$ cat src/rtl/region_addr_translator_if.sv
// rtl/region_addr_translator_if.sv - config, request and response bundle for region_addr_translator
interface region_addr_translator_if #(
   parameter int NUM_REGIONS     = 8,
   parameter int LOG_ADDR_WIDTH  = 32,
   parameter int PHY_RAW_WIDTH   = 28,
   parameter int TAG_WIDTH       = 4,
   parameter int FAULT_CNT_WIDTH = 16
) ();
   localparam int IDX_W = $clog2(NUM_REGIONS);

   logic                       cfgWe;
   logic [IDX_W-1:0]           cfgIndex;
   logic [LOG_ADDR_WIDTH-1:0]  cfgLogBase;
   logic [LOG_ADDR_WIDTH-1:0]  cfgMask;
   logic [PHY_RAW_WIDTH-1:0]   cfgPhyBase;
   logic [4:0]                 cfgAttr;

   logic                       reqValid;
   logic                       reqReady;
   logic [LOG_ADDR_WIDTH-1:0]  reqAddr;
   logic [1:0]                 reqType;
   logic [TAG_WIDTH-1:0]       reqTag;

   logic                       rspValid;
   logic                       rspReady;
   logic [PHY_RAW_WIDTH+1:0]   rspPhyAddr;
   logic [1:0]                 rspMemType;
   logic [1:0]                 rspFault;
   logic [IDX_W-1:0]           rspRegion;
   logic [TAG_WIDTH-1:0]       rspTag;
   logic [FAULT_CNT_WIDTH-1:0] faultCount;

   modport slave (
      input  cfgWe, cfgIndex, cfgLogBase, cfgMask, cfgPhyBase, cfgAttr,
      input  reqValid, reqAddr, reqType, reqTag, rspReady,
      output reqReady, rspValid, rspPhyAddr, rspMemType, rspFault, rspRegion, rspTag, faultCount
   );

   modport master (
      output cfgWe, cfgIndex, cfgLogBase, cfgMask, cfgPhyBase, cfgAttr,
      output reqValid, reqAddr, reqType, reqTag, rspReady,
      input  reqReady, rspValid, rspPhyAddr, rspMemType, rspFault, rspRegion, rspTag, faultCount
   );
endinterface

$ cat src/rtl/region_addr_translator.sv
// rtl/region_addr_translator.sv - programmable region table with permission check, two-stage pipeline
module region_addr_translator #(
   parameter int NUM_REGIONS       = 8,
   parameter int LOG_ADDR_WIDTH    = 32,
   parameter int PHY_RAW_WIDTH     = 28,
   parameter int TAG_WIDTH         = 4,
   parameter int RESET_DEFAULT_MAP = 1,
   parameter int FAULT_CNT_WIDTH   = 16
) (
   input  logic                   clk,
   input  logic                   rst,
   region_addr_translator_if.slave bus
);
   localparam int IDX_W = $clog2(NUM_REGIONS);
   localparam logic [1:0] MMT_MEMORY  = 2'd0;
   localparam logic [1:0] MMT_IO      = 2'd1;
   localparam logic [1:0] MMT_ILLEGAL = 2'd2;

   // attr bits: [4] valid, [3] isIO, [2] isUncachable, [1] allowWrite, [0] allowExec
   logic [LOG_ADDR_WIDTH-1:0]  r_log_base [NUM_REGIONS];
   logic [LOG_ADDR_WIDTH-1:0]  r_mask     [NUM_REGIONS];
   logic [PHY_RAW_WIDTH-1:0]   r_phy_base [NUM_REGIONS];
   logic [4:0]                 r_attr     [NUM_REGIONS];

   logic                       r_s1_valid;
   logic [LOG_ADDR_WIDTH-1:0]  r_s1_addr;
   logic [1:0]                 r_s1_type;
   logic [TAG_WIDTH-1:0]       r_s1_tag;

   logic                       r_s2_valid;
   logic [PHY_RAW_WIDTH+1:0]   r_s2_phy;
   logic [1:0]                 r_s2_mmt;
   logic [1:0]                 r_s2_fault;
   logic [IDX_W-1:0]           r_s2_region;
   logic [TAG_WIDTH-1:0]       r_s2_tag;
   logic [FAULT_CNT_WIDTH-1:0] r_fault_cnt;

   logic                       w_adv;
   logic                       w_accept;
   logic                       w_hit;
   logic [IDX_W-1:0]           w_idx;
   logic [4:0]                 w_attr;
   logic [LOG_ADDR_WIDTH-1:0]  w_offset;
   logic [PHY_RAW_WIDTH-1:0]   w_raw;
   logic [1:0]                 w_fault;
   logic [PHY_RAW_WIDTH+1:0]   w_phy;
   logic [1:0]                 w_mmt;
   logic [IDX_W-1:0]           w_region;

   // S2 drains when empty or consumed; S1 can take a new request when empty or moving on
   assign w_adv        = !r_s2_valid || bus.rspReady;
   assign bus.reqReady = rst && (!r_s1_valid || w_adv);
   assign w_accept     = bus.reqValid && bus.reqReady;

   // region table: reset to the default map (or all invalid), one entry written per cfgWe
   always_ff @(posedge clk) begin
      if (!rst) begin
         for (int i = 0; i < NUM_REGIONS; i++) begin
            r_log_base[i] <= '0;
            r_mask[i]     <= '0;
            r_phy_base[i] <= '0;
            r_attr[i]     <= '0;
         end
         if (RESET_DEFAULT_MAP != 0) begin
            r_log_base[0] <= LOG_ADDR_WIDTH'(32'h0000_0000);
            r_mask[0]     <= LOG_ADDR_WIDTH'(32'h0000_FFFF);
            r_phy_base[0] <= PHY_RAW_WIDTH'(28'h000_0000);
            r_attr[0]     <= 5'b10011;
            r_log_base[1] <= LOG_ADDR_WIDTH'(32'h8000_0000);
            r_mask[1]     <= LOG_ADDR_WIDTH'(32'h07FF_FFFF);
            r_phy_base[1] <= PHY_RAW_WIDTH'(28'h800_0000);
            r_attr[1]     <= 5'b10011;
            r_log_base[2] <= LOG_ADDR_WIDTH'(32'h9000_0000);
            r_mask[2]     <= LOG_ADDR_WIDTH'(32'h000F_FFFF);
            r_phy_base[2] <= PHY_RAW_WIDTH'(28'h010_0000);
            r_attr[2]     <= 5'b10110;
            r_log_base[3] <= LOG_ADDR_WIDTH'(32'h4000_0000);
            r_mask[3]     <= LOG_ADDR_WIDTH'(32'h0000_000F);
            r_phy_base[3] <= PHY_RAW_WIDTH'(28'h000_0000);
            r_attr[3]     <= 5'b11110;
            r_log_base[4] <= LOG_ADDR_WIDTH'(32'h4000_2000);
            r_mask[4]     <= LOG_ADDR_WIDTH'(32'h0000_0003);
            r_phy_base[4] <= PHY_RAW_WIDTH'(28'h000_2000);
            r_attr[4]     <= 5'b11110;
         end
      end else if (bus.cfgWe && (int'(bus.cfgIndex) < NUM_REGIONS)) begin
         r_log_base[bus.cfgIndex] <= bus.cfgLogBase;
         r_mask[bus.cfgIndex]     <= bus.cfgMask;
         r_phy_base[bus.cfgIndex] <= bus.cfgPhyBase;
         r_attr[bus.cfgIndex]     <= bus.cfgAttr;
      end
   end

   // lookup of the S1 address against the current table; scanning downwards lets the lowest index win
   always_comb begin
      w_hit = 1'b0;
      w_idx = '0;
      for (int i = NUM_REGIONS - 1; i >= 0; i--) begin
         if (r_attr[i][4] && ((r_s1_addr & ~r_mask[i]) == (r_log_base[i] & ~r_mask[i]))) begin
            w_hit = 1'b1;
            w_idx = IDX_W'(i);
         end
      end
      w_attr   = r_attr[w_idx];
      w_offset = r_s1_addr & r_mask[w_idx];
      w_raw    = r_phy_base[w_idx] + PHY_RAW_WIDTH'(w_offset);
      w_region = w_hit ? w_idx : '0;
      if (r_s1_type == 2'b11) begin
         w_fault = 2'b11;
      end else if (!w_hit) begin
         w_fault = 2'b01;
      end else if ((r_s1_type == 2'b01 && !w_attr[1]) ||
                   (r_s1_type == 2'b10 && (!w_attr[0] || w_attr[3]))) begin
         w_fault = 2'b10;
      end else begin
         w_fault = 2'b00;
      end
      if (w_fault != 2'b00) begin
         w_phy = '0;
         w_mmt = MMT_ILLEGAL;
      end else begin
         w_phy = {w_attr[2], w_attr[3], w_raw};
         w_mmt = w_attr[3] ? MMT_IO : MMT_MEMORY;
      end
   end

   // S1: capture accepted requests, empty when the held request moves on
   always_ff @(posedge clk) begin
      if (!rst) begin
         r_s1_valid <= 1'b0;
         r_s1_addr  <= '0;
         r_s1_type  <= '0;
         r_s1_tag   <= '0;
      end else if (w_accept) begin
         r_s1_valid <= 1'b1;
         r_s1_addr  <= bus.reqAddr;
         r_s1_type  <= bus.reqType;
         r_s1_tag   <= bus.reqTag;
      end else if (w_adv) begin
         r_s1_valid <= 1'b0;
      end
   end

   // S2: register the translation result and count faults; held untouched while stalled
   always_ff @(posedge clk) begin
      if (!rst) begin
         r_s2_valid  <= 1'b0;
         r_s2_phy    <= '0;
         r_s2_mmt    <= '0;
         r_s2_fault  <= '0;
         r_s2_region <= '0;
         r_s2_tag    <= '0;
         r_fault_cnt <= '0;
      end else if (w_adv) begin
         r_s2_valid <= r_s1_valid;
         if (r_s1_valid) begin
            r_s2_phy    <= w_phy;
            r_s2_mmt    <= w_mmt;
            r_s2_fault  <= w_fault;
            r_s2_region <= w_region;
            r_s2_tag    <= r_s1_tag;
            if (w_fault != 2'b00 && r_fault_cnt != '1) begin
               r_fault_cnt <= r_fault_cnt + FAULT_CNT_WIDTH'(1);
            end
         end
      end
   end

   assign bus.rspValid   = r_s2_valid;
   assign bus.rspPhyAddr = r_s2_phy;
   assign bus.rspMemType = r_s2_mmt;
   assign bus.rspFault   = r_s2_fault;
   assign bus.rspRegion  = r_s2_region;
   assign bus.rspTag     = r_s2_tag;
   assign bus.faultCount = r_fault_cnt;
endmodule
$ cat src/flat_wrapper.sv
// flat-port wrapper written by rule: the top's interface ports become plain ports
module region_addr_translator_flat 
#(
   parameter int NUM_REGIONS       = 8,
   parameter int LOG_ADDR_WIDTH    = 32,
   parameter int PHY_RAW_WIDTH     = 28,
   parameter int TAG_WIDTH         = 4,
   parameter int RESET_DEFAULT_MAP = 1,
   parameter int FAULT_CNT_WIDTH   = 16
)
  (clk, rst, bus_cfgWe, bus_cfgIndex, bus_cfgLogBase, bus_cfgMask, bus_cfgPhyBase, bus_cfgAttr, bus_reqValid, bus_reqAddr, bus_reqType, bus_reqTag, bus_rspReady, bus_reqReady, bus_rspValid, bus_rspPhyAddr, bus_rspMemType, bus_rspFault, bus_rspRegion, bus_rspTag, bus_faultCount);
  region_addr_translator_if #(.NUM_REGIONS(NUM_REGIONS), .LOG_ADDR_WIDTH(LOG_ADDR_WIDTH), .PHY_RAW_WIDTH(PHY_RAW_WIDTH), .TAG_WIDTH(TAG_WIDTH), .FAULT_CNT_WIDTH(FAULT_CNT_WIDTH)) bus_i ();
  input  logic clk;
  input  logic rst;
  input wire logic [$bits(bus_i.cfgWe)-1:0] bus_cfgWe;
  input wire logic [$bits(bus_i.cfgIndex)-1:0] bus_cfgIndex;
  input wire logic [$bits(bus_i.cfgLogBase)-1:0] bus_cfgLogBase;
  input wire logic [$bits(bus_i.cfgMask)-1:0] bus_cfgMask;
  input wire logic [$bits(bus_i.cfgPhyBase)-1:0] bus_cfgPhyBase;
  input wire logic [$bits(bus_i.cfgAttr)-1:0] bus_cfgAttr;
  input wire logic [$bits(bus_i.reqValid)-1:0] bus_reqValid;
  input wire logic [$bits(bus_i.reqAddr)-1:0] bus_reqAddr;
  input wire logic [$bits(bus_i.reqType)-1:0] bus_reqType;
  input wire logic [$bits(bus_i.reqTag)-1:0] bus_reqTag;
  input wire logic [$bits(bus_i.rspReady)-1:0] bus_rspReady;
  output wire logic [$bits(bus_i.reqReady)-1:0] bus_reqReady;
  output wire logic [$bits(bus_i.rspValid)-1:0] bus_rspValid;
  output wire logic [$bits(bus_i.rspPhyAddr)-1:0] bus_rspPhyAddr;
  output wire logic [$bits(bus_i.rspMemType)-1:0] bus_rspMemType;
  output wire logic [$bits(bus_i.rspFault)-1:0] bus_rspFault;
  output wire logic [$bits(bus_i.rspRegion)-1:0] bus_rspRegion;
  output wire logic [$bits(bus_i.rspTag)-1:0] bus_rspTag;
  output wire logic [$bits(bus_i.faultCount)-1:0] bus_faultCount;
  assign bus_i.cfgWe = bus_cfgWe;
  assign bus_i.cfgIndex = bus_cfgIndex;
  assign bus_i.cfgLogBase = bus_cfgLogBase;
  assign bus_i.cfgMask = bus_cfgMask;
  assign bus_i.cfgPhyBase = bus_cfgPhyBase;
  assign bus_i.cfgAttr = bus_cfgAttr;
  assign bus_i.reqValid = bus_reqValid;
  assign bus_i.reqAddr = bus_reqAddr;
  assign bus_i.reqType = bus_reqType;
  assign bus_i.reqTag = bus_reqTag;
  assign bus_i.rspReady = bus_rspReady;
  assign bus_reqReady = bus_i.reqReady;
  assign bus_rspValid = bus_i.rspValid;
  assign bus_rspPhyAddr = bus_i.rspPhyAddr;
  assign bus_rspMemType = bus_i.rspMemType;
  assign bus_rspFault = bus_i.rspFault;
  assign bus_rspRegion = bus_i.rspRegion;
  assign bus_rspTag = bus_i.rspTag;
  assign bus_faultCount = bus_i.faultCount;
  region_addr_translator #(.NUM_REGIONS(NUM_REGIONS), .LOG_ADDR_WIDTH(LOG_ADDR_WIDTH), .PHY_RAW_WIDTH(PHY_RAW_WIDTH), .TAG_WIDTH(TAG_WIDTH), .RESET_DEFAULT_MAP(RESET_DEFAULT_MAP), .FAULT_CNT_WIDTH(FAULT_CNT_WIDTH)) u_core (.clk(clk), .rst(rst), .bus(bus_i));
endmodule
$ cat config.mk
export PLATFORM = sky130hd
export DESIGN_NAME = region_addr_translator_flat
export DESIGN_NICKNAME = d
export VERILOG_FILES = /design/src/rtl/region_addr_translator_if.sv /design/src/rtl/region_addr_translator.sv /design/src/flat_wrapper.sv
export SDC_FILE = /design/constraint.sdc
export NUM_CORES = 2
export LEC_CHECK = 0
export CORE_MARGIN = 2
export CORE_UTILIZATION = 45
export CTS_CLUSTER_DIAMETER = 30
export CTS_CLUSTER_SIZE = 10
export DETAILED_ROUTE_END_ITERATION = 10
export SLEW_MARGIN = 20
export SYNTH_ARGS = -nofsm -noshare
export SYNTH_HDL_FRONTEND = slang
export SYNTH_SLANG_ARGS = --single-unit
$ cat constraint.sdc
create_clock -name clk -period 19.7 [get_ports clk]
set_input_delay 3.94 -clock clk [delete_from_list [all_inputs] [get_ports clk]]
set_output_delay 3.94 -clock clk [all_outputs]
set_load 0.01 [all_outputs]
; Yosys cells after proc, flatten, opt, wreduce, memory -nomap -nowiden
; Memory sizes are Yosys's and may differ from the RTL's.
; Index checks and enable logic that the tools add are counted.
[word_totals]
reg_bits = 97
ram_bits = 776
in_bits = 143
out_inout_bits = 59
elab_cells = 164
n_memories = 4
[op_classes]
add_sub_neg = 2
n_eq_ne = 12
muxes = 61
n_bitwise = 45
reduce_logical = 29
[memory_table]
columns = name, depth, word_bits, read_ports, rd_ports_with_merged_regs, write_ports, line
row1 = u_core.r_log_base, 8, 32, 8, 0, 8, region_addr_translator.sv:20  ; logic [LOG_ADDR_WIDTH-1:0] r_log_base [NUM_REGIONS];
row2 = u_core.r_mask, 8, 32, 9, 0, 8, region_addr_translator.sv:21  ; logic [LOG_ADDR_WIDTH-1:0] r_mask [NUM_REGIONS];
row3 = u_core.r_phy_base, 8, 28, 1, 0, 8, region_addr_translator.sv:22  ; logic [PHY_RAW_WIDTH-1:0] r_phy_base [NUM_REGIONS];
row4 = u_core.r_attr, 8, 5, 9, 0, 8, region_addr_translator.sv:23  ; logic [4:0] r_attr [NUM_REGIONS];
[ops]
columns = cell, n
row1 = $and A32 B32 Y32, 16
row2 = $mux W32, 12
row3 = $eq A32 B32 Y1, 8
row4 = $not A32 Y32, 8
row5 = $mux W28, 6
row6 = $reduce_or A32 Y1, 2
row7 = $mux W3, 13
row8 = $mux W30, 1
row9 = $mux W5, 6
row10 = $add A28 B28 Y28, 1
row11 = $and A28 B28 Y28, 1
row12 = $reduce_or A28 Y1, 1
row13 = $or A1 B1 Y1, 20
row14 = $mux W1, 19
row15 = $add A16 B1 Y16 const B, 1
row16 = $ne A16 B16 Y1 const B, 1
row17 = $logic_and A1 B1 Y1, 13
row18 = $mux W2, 4
row19 = $reduce_or A5 Y1, 1
row20 = $eq A2 B2 Y1 const B, 2
row21 = $logic_not A1 Y1, 4
row22 = $logic_or A1 B1 Y1, 4
row23 = $reduce_bool A2 Y1, 2
row24 = $reduce_and A3 Y1, 1
row25 = other kinds (2), 2

; Depth between registers and ports, before layout
; An unclocked memory read counts as a cell.
[logic_depth]
ltp_word = 24
depth_mapped = 33
ltp_nobuf = 28

; Worst setup path before layout
; OpenSTA, ideal clock, no wires.
[synth_path]
path_type = input to register
startpoint = input port bus_cfgIndex[1]
endpoint = memory u_core.r_attr[4][0] (enable)
setup_time_ps = 687
arrival_ps = 11284
t_required_ps = 19013
path_slack_ps = 7729
stages = 4
path_buffers = 2
path_cell_list = nand3b_1 clkbuf_1 clkbuf_1 o21ai_0
[synth_rtl]
columns = element, line
row1 = "start, declared", flat_wrapper.sv:16  ; input wire logic [$bits(bus_i.cfgIndex)-1:0] bus_cfgIndex;
row2 = "end, declared", region_addr_translator.sv:23

; Worst setup path after layout
[layout_path]
startpoint = input port rst
endpoint = output port bus_reqReady
[layout_via]
elab_chain_len = 1
[layout_lines]
columns = element, line
row1 = "start, declared", flat_wrapper.sv:14  ; input logic rst;
row2 = $logic_and A1 B1 Y1, region_addr_translator.sv:52  ; assign bus.reqReady = rst && (!r_s1_valid || w_adv);
row3 = "end, declared", flat_wrapper.sv:26  ; output wire logic [$bits(bus_i.reqReady)-1:0] bus_reqReady;
; No other way between the ends.

==> summary.txt <==
===========================================================================================
Result of the run ............................................................ complete, but fails checks
Violations in the final reports .............................................. antenna rules
Top flip-flop cell by instance count after synthesis ......................... sky130_fd_sc_hd__edfxtp_1
Summed negative setup slack over all endpoints ...............................         0 ns
Clock tree from TritonCTS ....................................................          yes
Req. time, crit path .........................................................     15.76 ns
Post-synth design cell area ..................................................    41700 µm²
Highest clock rate ...........................................................    0.105 GHz
Clock sinks ..................................................................          872
Clock latency at the later pin of the worst-skew pair ........................      0.77 ns
Floorplan Core Area ..........................................................    91800 µm²
Die extent in x ..............................................................       309 µm
Post-synthesis cell type with the largest combined area ...................... sky130_fd_sc_hd__edfxtp_1
Syn avg cell area ............................................................     12.2 µm²
Number of hold buffers added after cts .......................................            0
Synthesis-stage register bit count ...........................................          872
Sequential area share after synthesis ........................................        60.4%
Power density relative to cell area ..........................................   115 nW/µm²
Number of primary I/O pins ...................................................          202
Total number of nets in the final design .....................................         3814
Fin crit share ...............................................................        48.5%
Number of design-rule violations left by the first detailed-router iteration .         3710
CP max stage cell ............................................................ sky130_fd_sc_hd__clkdlybuf4s50_1
Count of input and output buffers ............................................          201
Hold-critical path depth .....................................................            2
WP buf/inv ...................................................................            3
R2R Path End ................................................................. u_core.bus.rspPhyAddr[26]$_SDFFE_PN0P_
Fraction of post-synthesis cell area in the top cell type by area ............        55.8%
Clock Tree Root .............................................................. sky130_fd_sc_hd__clkbuf_16
Number of placement rows .....................................................          111
Number of instances in the placed design .....................................         4691
Number of cells on the worst reg-to-reg path .................................           30
Worst-path clk slew ..........................................................      0.04 ns
Overall routing resource usage ...............................................        30.6%
Number of endpoints failing setup at the final stage .........................            0
Reg-to-Reg Start ............................................................. u_core.r_s1_addr[4]$_SDFFE_PN0P_
FF-to-FF setup slack .........................................................     10.91 ns
Synth warn ...................................................................            0
Starting utilization of the core area ........................................        45.5%
Slew @ Worst Pin .............................................................      1.18 ns
WHS ..........................................................................     0.451 ns
Area delta synth->final ......................................................        23.9%
Final Hold Vio Count .........................................................            0
Final core occ ...............................................................        56.3%
WL per Instance ..............................................................      28.7 µm
Post-Route WL ................................................................       145 mm
Final ANT Viol Nets ..........................................................            1
Grt ovf ......................................................................            0
Tmin final ...................................................................      9.56 ns
Share of final-layout standard cells stronger than drive strength 1 ..........        11.1%
Critical Path Source Type ....................................................    input pin
Largest cells by area after synthesis ........................................ sky130_fd_sc_hd__edfxtp_1, sky130_fd_sc_hd__and2_1, sky130_fd_sc_hd__xnor2_1
Detailed placer's ending HPWL ................................................      91.7 mm
Static leakage ...............................................................      17.9 nW
Non-filler cells in the finished layout ......................................         5060
Final routed DRC violation total .............................................            0
Ratio of routed vias to standard cells .......................................         5.80
Destination of the worst hold path ........................................... u_core.bus.rspPhyAddr[23]$_SDFFE_PN0P_
Critical path peak fanout ....................................................           37
Worst clock skew .............................................................    0.0270 ns
Mapped Cells .................................................................         3415
DIE HEIGHT ...................................................................       309 µm
Pin count of the biggest net entering global routing .........................          182
Worst ir drop on vdd .........................................................    0.0794 mV
Data arrival time of the critical path .......................................      5.62 ns
Resized Gates After CTS ......................................................            0
Category of the most critical setup path .....................................       in2out
Maximum count of clock buffers along a single path ...........................            3
Number of flops mapped to enable cells by yosys ..............................          776
Family with the most delay on the worst path ................................. buffers and inverters
Critical hold path startpoint ................................................ u_core.bus.rspPhyAddr[23]$_SDFFE_PN0P_
Initial antenna violation count ..............................................            9
Crit end category ............................................................  output port
Max-cap check violation count ................................................            0
Number of buffers added by the clock tree synthesis step .....................          191
Type of the most critical hold path ..........................................      reg2reg
CP Cell Sequence ............................................................. buf_4 > inv_2 > a21oi_1 > clkdlybuf4s50_1
Async set or reset register ratio after synthesis ............................           0%
Count of cell types in the netlist ...........................................           75
Headroom to the max-slew limit ...............................................        21.2%
Post-CTS Setup Bufs ..........................................................            0
Via count of the first global-routing pass ...................................        29100
Detailed-router iteration count before antenna repair ........................            6
Wire length of the first global-routing pass .................................       207 mm
Full die area ................................................................    95200 µm²
Setup repair after global routing missed its margin ..........................           no
DR vias ......................................................................        29400
Total number of H-tree levels ................................................            4
Synth Net Count ..............................................................         3587
Number of fill cells in the layout ...........................................         7413
Largest stage delay on the critical path .....................................      0.60 ns
Final max-slew violation count ...............................................            0
Weighted congestion at the end of routability-driven global placement ........        0.953
===========================================================================================
sequential cells by signal, indices dropped and copies added (netlist names):
register and flops:
u_core.r_log_base 256, u_core.bus.rspMemType 2, u_core.r_s1_valid 1, u_core.bus.faultCount 16, u_core.bus.rspFault 2, u_core.r_s1_addr 32, u_core.r_s1_type 2, u_core.bus.rspRegion 3
u_core.bus.rspValid 1, u_core.bus.rspTag 4, u_core.bus.rspPhyAddr 29, u_core.r_s1_tag 4, u_core.r_attr 40, u_core.r_phy_base 224, u_core.r_mask 256
synthesized netlist by cell type, drive strengths merged, types with 59 or more instances:
cell type	number
edfxtp	776
and2	685
xnor2	265
a211oi	160
a21oi	154
clkbuf	147
nand2	143
nor2b	135
mux2i	129
o22ai	123
dfxtp	96
buf	82
nand3	64
or3	59
tightest hold or removal path: stages, from the launching register on:
cell	delay, ns
sky130_fd_sc_hd__dfxtp_1	0.30
sky130_fd_sc_hd__nand2_1	0.05
sky130_fd_sc_hd__a21oi_1	0.05
area by class of cell:
cell class	instances	area (µm²)	area share (%)
antenna	12	30.0	0.0581
clock buffer	223	5040	9.76
clock inverter	133	1680	3.26
inverter	18	67.6	0.131
multi-input combinational	2296	15600	30.1
sequential	872	25200	48.8
tap	1243	1560	3.01
timing repair buffer	263	2530	4.90
layout by cell type (no fill, tap or decap), drive strengths merged, types with 5 or more instances in the layout:
| master | Yosys | layout |
|---|---|---|
| clkinv | 0 | 69 |
| clkdlybuf4s50 | 0 | 200 |
| and2 | 685 | 685 |
| nor4 | 24 | 24 |
| edfxtp | 776 | 776 |
| dfxtp | 96 | 96 |
| or3 | 59 | 59 |
| ha | 28 | 28 |
| nand2b | 57 | 57 |
| a21o | 35 | 35 |
| xnor2 | 265 | 265 |
| a211oi | 160 | 160 |
| nor2 | 58 | 58 |
| nand2 | 143 | 143 |
| a21oi | 154 | 154 |
| or4 | 17 | 17 |
| buf | 82 | 63 |
| diode | 0 | 12 |
| mux2 | 6 | 6 |
| nand4 | 7 | 7 |
| o31ai | 14 | 14 |
| mux2i | 129 | 129 |
| nand3b | 5 | 5 |
| o22ai | 123 | 123 |
| nand3 | 64 | 64 |
| inv | 18 | 25 |
| xor2 | 8 | 8 |
| o21ai | 32 | 32 |
| o21a | 9 | 9 |
| clkbuf | 147 | 223 |
| nor2b | 135 | 135 |
| bufinv | 0 | 33 |
| clkinvlp | 0 | 24 |
| nor3 | 25 | 25 |
logic make-up after synthesis:
| kind of cell | synth area share (%) |
|---|---|
| xor gates and xnor gates | 5.75 |
| AOI/OAI and AO/OA | 8.84 |
| buffers and inverters | 2.71 |
| muxes | 3.26 |
| adders and majority gates | 0.887 |
| and+or+nand+nor | 18.1 |
| DFF | 60.4 |
metrics by stage:
step	instance area, µm²	power (mW)	setup WS [ns]
final	51700	5.93	10.14
after global placement	44900	2.64	10.15
after CTS	51600	5.94	10.12
after floorplan	41700	2.44	7.73
after global routing	51700	6.07	10.04
after detailed placement	44900	2.64	10.13
report_power, final:
part	switching [mW]	internal, mW
clock	1.05	2.25
sequential	0.0767	2.13
combinational	0.261	0.152
metal layers:
layer  vias to the layer above  part of all wire [%]  GRT usage [%]  wire (µm)
met5                         -                 0.016              0         23
met3                       249                   9.8           6.43      14300
met4                         4                   3.3           11.4       4830
met1                     14800                    41           42.0      59700
li1                      12800                     -              -          -
met2                      1480                    46           47.7      66400
worst max path at each step:
stage | from | end | slack (ns) | depth (start not counted)
after floorplan | bus_cfgIndex[1] | u_core.r_attr[4][0]$_SDFFCE_PN0P_ | 7.73 | 4
after global placement | rst | bus_reqReady | 10.15 | 4
after detailed placement | rst | bus_reqReady | 10.13 | 4
after CTS | rst | bus_reqReady | 10.12 | 4
after global routing | rst | bus_reqReady | 10.04 | 4
final | rst | bus_reqReady | 10.14 | 4
(Power assumes the default switching activity.)
